--- src/rtl/reg_bank_scoreboard.sv ---
// Decode-stage register bank with two bypassed combinational read ports, one WB write port,
// and a per-register pending-write scoreboard that stalls decode on read-after-write hazards.
module reg_bank_scoreboard #(
  parameter int DATA_W   = 32,
  parameter int ADDR_W   = 5,
  parameter int NUM_REGS = 32
) (
  input  logic              clk,
  input  logic              rst_n,
  input  logic [ADDR_W-1:0] rd_addr1,
  input  logic [ADDR_W-1:0] rd_addr2,
  input  logic              rd_use1,
  input  logic              rd_use2,
  output logic [DATA_W-1:0] rd_data1,
  output logic [DATA_W-1:0] rd_data2,
  input  logic              issue_en,
  input  logic [ADDR_W-1:0] issue_rd,
  input  logic              wb_en,
  input  logic [ADDR_W-1:0] wb_addr,
  input  logic [DATA_W-1:0] wb_data,
  output logic              stall,
  output logic [5:0]        pending_cnt
);

  logic [DATA_W-1:0]   regs [NUM_REGS];
  logic [NUM_REGS-1:0] pending;
  logic [NUM_REGS-1:0] pending_next;
  logic [5:0]          cnt_next;
  logic                wb_write;
  logic                bypass1;
  logic                bypass2;
  logic                hazard1;
  logic                hazard2;
  logic                issue_accept;

  assign wb_write = wb_en && (wb_addr != '0);
  assign bypass1  = wb_write && (wb_addr == rd_addr1);
  assign bypass2  = wb_write && (wb_addr == rd_addr2);

  always_comb begin
    rd_data1 = '0;
    rd_data2 = '0;
    if (rd_addr1 != '0) rd_data1 = bypass1 ? wb_data : regs[rd_addr1];
    if (rd_addr2 != '0) rd_data2 = bypass2 ? wb_data : regs[rd_addr2];
  end

  // A writeback landing this cycle resolves the hazard through the bypass.
  assign hazard1      = rd_use1 && (rd_addr1 != '0) && pending[rd_addr1] && !bypass1;
  assign hazard2      = rd_use2 && (rd_addr2 != '0) && pending[rd_addr2] && !bypass2;
  assign stall        = hazard1 || hazard2;
  assign issue_accept = issue_en && !stall && (issue_rd != '0);

  // Clear first, then set, so a same-cycle issue to the written register keeps it pending.
  always_comb begin
    pending_next = pending;
    if (wb_write)     pending_next[wb_addr]  = 1'b0;
    if (issue_accept) pending_next[issue_rd] = 1'b1;
    cnt_next = '0;
    for (int unsigned i = 0; i < NUM_REGS; i++) cnt_next = cnt_next + 6'(pending_next[i]);
  end

  always_ff @(posedge clk or negedge rst_n) begin
    if (!rst_n) begin
      for (int unsigned i = 0; i < NUM_REGS; i++) regs[i] <= '0;
      pending     <= '0;
      pending_cnt <= '0;
    end else begin
      if (wb_write) regs[wb_addr] <= wb_data;
      pending     <= pending_next;
      pending_cnt <= cnt_next;
    end
  end

endmodule

--- config.mk ---
export PLATFORM = sky130hd
export DESIGN_NAME = reg_bank_scoreboard
export DESIGN_NICKNAME = d
export VERILOG_FILES = /design/src/rtl/reg_bank_scoreboard.sv
export SDC_FILE = /design/constraint.sdc
export NUM_CORES = 2
export LEC_CHECK = 0
export CAP_MARGIN = 30
export CORE_AREA = 2 2 335 337
export CTS_BUF_LIST = sky130_fd_sc_hd__clkbuf_4 sky130_fd_sc_hd__clkbuf_8
export CTS_CLUSTER_DIAMETER = 30
export DETAILED_ROUTE_END_ITERATION = 6
export DIE_AREA = 0 0 337 339
export GPL_ROUTABILITY_DRIVEN = 0
export HOLD_SLACK_MARGIN = 0.1
export PLACE_DENSITY = 0.68
export SETUP_SLACK_MARGIN = 0.4
export SLEW_MARGIN = 25
export SYNTH_ARGS = -nofsm -noshare
export SYNTH_HDL_FRONTEND = slang
export SYNTH_SLANG_ARGS = --single-unit
--- constraint.sdc ---
create_clock -name clk -period 9.4 [get_ports clk]
set_clock_uncertainty 0.05 [all_clocks]
set_input_delay 1.88 -clock clk [delete_from_list [all_inputs] [get_ports clk]]
set_output_delay 1.88 -clock clk [all_outputs]
set_load 0.005 [all_outputs]
==> summary.txt <==
Placed design
  • HPWL after detailed placement: 92.0 mm
  • Inst Count DP: 5254
  • Port bufs: 128

GRT
  • Tot GR Track Use: 31.6%
  • Largest net degree at the start of global routing: 164
  • Vias in the first global route: 39600
  • First-pass GRT wire length: 264 mm
  • GRT overflow: 0
  • Initial antenna violation count: 4

STA
  • Max Freq: 124 MHz
  • Ratio of final minimum period to clock period: 85.9%
  • Final setup vio count: 0
  • Final Hold Vio Count: 0
  • Total negative setup slack: 0 ns
  • Crit path time final: 8.07 ns
  • RSZ-0062 raised after global routing: false
  • Actual slew at the worst max-slew pin: 1.11 ns
  • Worst slew margin: 26.2%
  • Max-slew violations: 0

Worst setup path
  • Worst Path Required: 7.47 ns
  • Cells along the critical path: buf_8 -> buf_4 -> buf_4 -> mux4_2 -> mux4_2 -> mux2i_1 -> nand2_1 -> o21ai_1 -> nor2_1 -> clkdlybuf4s50_1
  • Crit path to: rd_data1[10]
  • FF-to-FF Start: pending[31]
  • CP Launch Point: rd_addr1[0]
  • Worst setup EP type: primary output
  • CP Max Fanout: 42
  • CP arrival: 6.14 ns
  • Reg2reg end: pending_cnt[4]
  • CP max stage cell: buf_4
  • CP startpoint kind: input port
  • Register-to-register setup slack: 2.75 ns
  • Worst path max stage delay: 0.79 ns
  • Crit Path Category: in -> out
  • R2r worst-path depth: 24

Route
  • ANT nets after route: 0
  • Vias: 37900
  • Vias per inst: 6.65
  • Initial DRC Count: 3415
  • DR WL/cell: 31.0 µm
  • Initial DRT Pass Iterations: 5
  • Residual DRC: 0
  • Total wire length: 177 mm

Floorplan
  • Die span in x: 337 µm
  • Die Height: 339 µm
  • Initial Utilization: 52.8%
  • Top Ports: 129
  • Rows: 122
  • Core Area: 0.110 mm²
  • Total die area: 0.114 mm²

Yosys
  • Yosys reg bits: 1062
  • Mapped Nets: 4042
  • Ys Warns: 0
  • Syn_area_per_cell: 14.7 µm²
  • EDFF count, synth: 0
  • Yosys top cell area share: 45.6%
  • Primary FF master, synth: dfrtp_1
  • FFs w/ async S/R, synth: 100%
  • Synth area leader: dfrtp_1
  • Post-synthesis sequential area ratio: 45.6%
  • Synth unique cells: 51
  • Post-Syn Area: 0.0583 mm²
  • Gate Count Post-Synth: 3953
  • Top post-synthesis cells by area: dfrtp_1 (46%), mux2_2 (20%), mux4_2 (20%)

Final layout
  • P&R area growth vs syn: 14.8%
  • Fin nets: 4101
  • Register area: 0.0266 mm²
  • Commonest non-fill, non-tap cell in the layout: dfrtp_1
  • Fill count: 8447
  • Share of cells above drive strength 1: 52.0%
  • Area occupied by multi-input gates: 0.0299 mm²
  • Final Non-Filler Cells: 5701
  • Commonest non-fill, non-tap cells in the layout: dfrtp_1 (1062), mux2_2 (1041), mux4_2 (510), clkbuf_8 (280), mux2i_1 (231)

Clock tree
  • PostCTS Resize Cnt: 0
  • Root buffer cell: clkbuf_8
  • Clock sinks: 1062
  • Clock buffer depth: 3
  • Post-CTS Hold Fix Bufs: 0
  • CTS tree: done
  • H-tree Lvls: 4
  • Clk_lat worst skew: 0.90 ns
  • Post-CTS Repair Setup Buffers: 0
  • Clock transition at path regs: 0.04 ns
  • Total CTS buffers: 240

Worst hold path
  • Hold Crit Class: reg -> reg

Power and ir drop
  • PD cells: 252 mW/mm²
  • Worst VDD drop: 1.08 mV
  • Leak: 0.0297 µW

Outcome
  • Status: finished clean

Job
  • Max-cap viol count: 0
-- flip-flops by register name, summed over array words and instances, names as in the netlist --
name,flops
pending_cnt,6
pending,32
regs,1024
-- how the worst min path moves through the flow --
stage	start	end	slack, ns	cells after the start
2_1_floorplan	regs[1002]	regs[1002]	0.39	1
3_3_place_gp	regs[1004]	regs[1004]	0.33	0
3_5_place_dp	regs[999]	regs[999]	0.33	0
4_1_cts	regs[999]	regs[999]	0.35	0
5_1_grt	regs[1018]	regs[1018]	0.35	0
6_report	regs[1018]	regs[1018]	0.35	0
-- cells in the mapped netlist (2+ instances only) --
library cell / count
and3b_1: 4
mux4_2: 510
dfrtp_1: 1062
a31oi_1: 2
a22o_1: 48
and3_1: 3
nand3b_1: 3
inv_1: 30
mux2i_1: 231
nand3_1: 6
buf_2: 71
nor2b_1: 5
nand2_1: 143
buf_6: 8
a22oi_1: 32
a21oi_1: 35
ha_1: 7
fa_1: 24
buf_1: 71
nor3_1: 20
a32o_1: 31
o211ai_1: 2
nor3b_1: 7
or2_2: 4
and2_1: 2
a41o_1: 32
nor4b_2: 2
xnor2_1: 11
a32oi_1: 11
inv_2: 2
o22ai_1: 16
or3_1: 3
clkbuf_1: 254
o21ai_1: 32
buf_4: 39
o21ai_0: 33
mux2_2: 1041
nor2_1: 101
xor2_1: 2
a21o_1: 2
-- cells by family (layout without fill, tap and decap cells) --
kind of cell    Yosys count  in the layout  synth area share [%]
other cells               0              2                     0
flops                  1062           1062                  45.6
buf+inv                 475            733                  3.57
simple gates            308            308                  2.29
compound gates          281            281                  3.59
mux                    1783           1783                  43.8
xor+xnor                 13             13                 0.195
fa+ha+maj                31             31                 0.974
-- worst max-delay path, delay by kind of cell --
family / cells / cell delay, ns
buf+inv: 4 / 2.34
mux: 3 / 1.26
compound gates: 1 / 0.34
simple gates: 2 / 0.19
-- cell type report --
| type | count | share of cell area (%) |
|---|---|---|
| Multi-Input combinational cell | 2416 | 44.7 |
| Clock buffer | 324 | 6.25 |
| Inverter | 32 | 0.181 |
| Sequential cell | 1062 | 39.7 |
| Tap cell | 1488 | 2.78 |
| Timing Repair Buffer | 260 | 3.84 |
| Antenna cell | 2 | 0.00748 |
| Clock inverter | 117 | 2.49 |
-- through the flow --
stage	worst slack (ns)	util [%]	hold WS [ns]	area, µm²	total power (µW)
after floorplan	1.40	-	0.391	58300	9400
after global placement	0.618	55.1	0.327	60800	10500
after detailed placement	0.561	55.3	0.334	61000	10600
after CTS	1.23	60.6	0.346	66800	17000
after global routing	0.996	60.6	0.354	66900	17800
final	1.33	60.6	0.345	66900	16900
-- where the power goes --
group	switching (µW)	internal (µW)	total [µW]
sequential	652	5500	6150
combinational	1940	2540	4490
clock	2290	3950	6240
-- routing by layer --
layer | up-vias | routed length (µm) | track usage (%)
met4 | 0 | 6870 | 13.1
met3 | 426 | 13200 | 6.48
met2 | 1673 | 84300 | 49.6
met5 | - | 0 | 0
li1 | 15300 | - | -
met1 | 20500 | 72400 | 43.1
(Power assumes the default switching activity.)
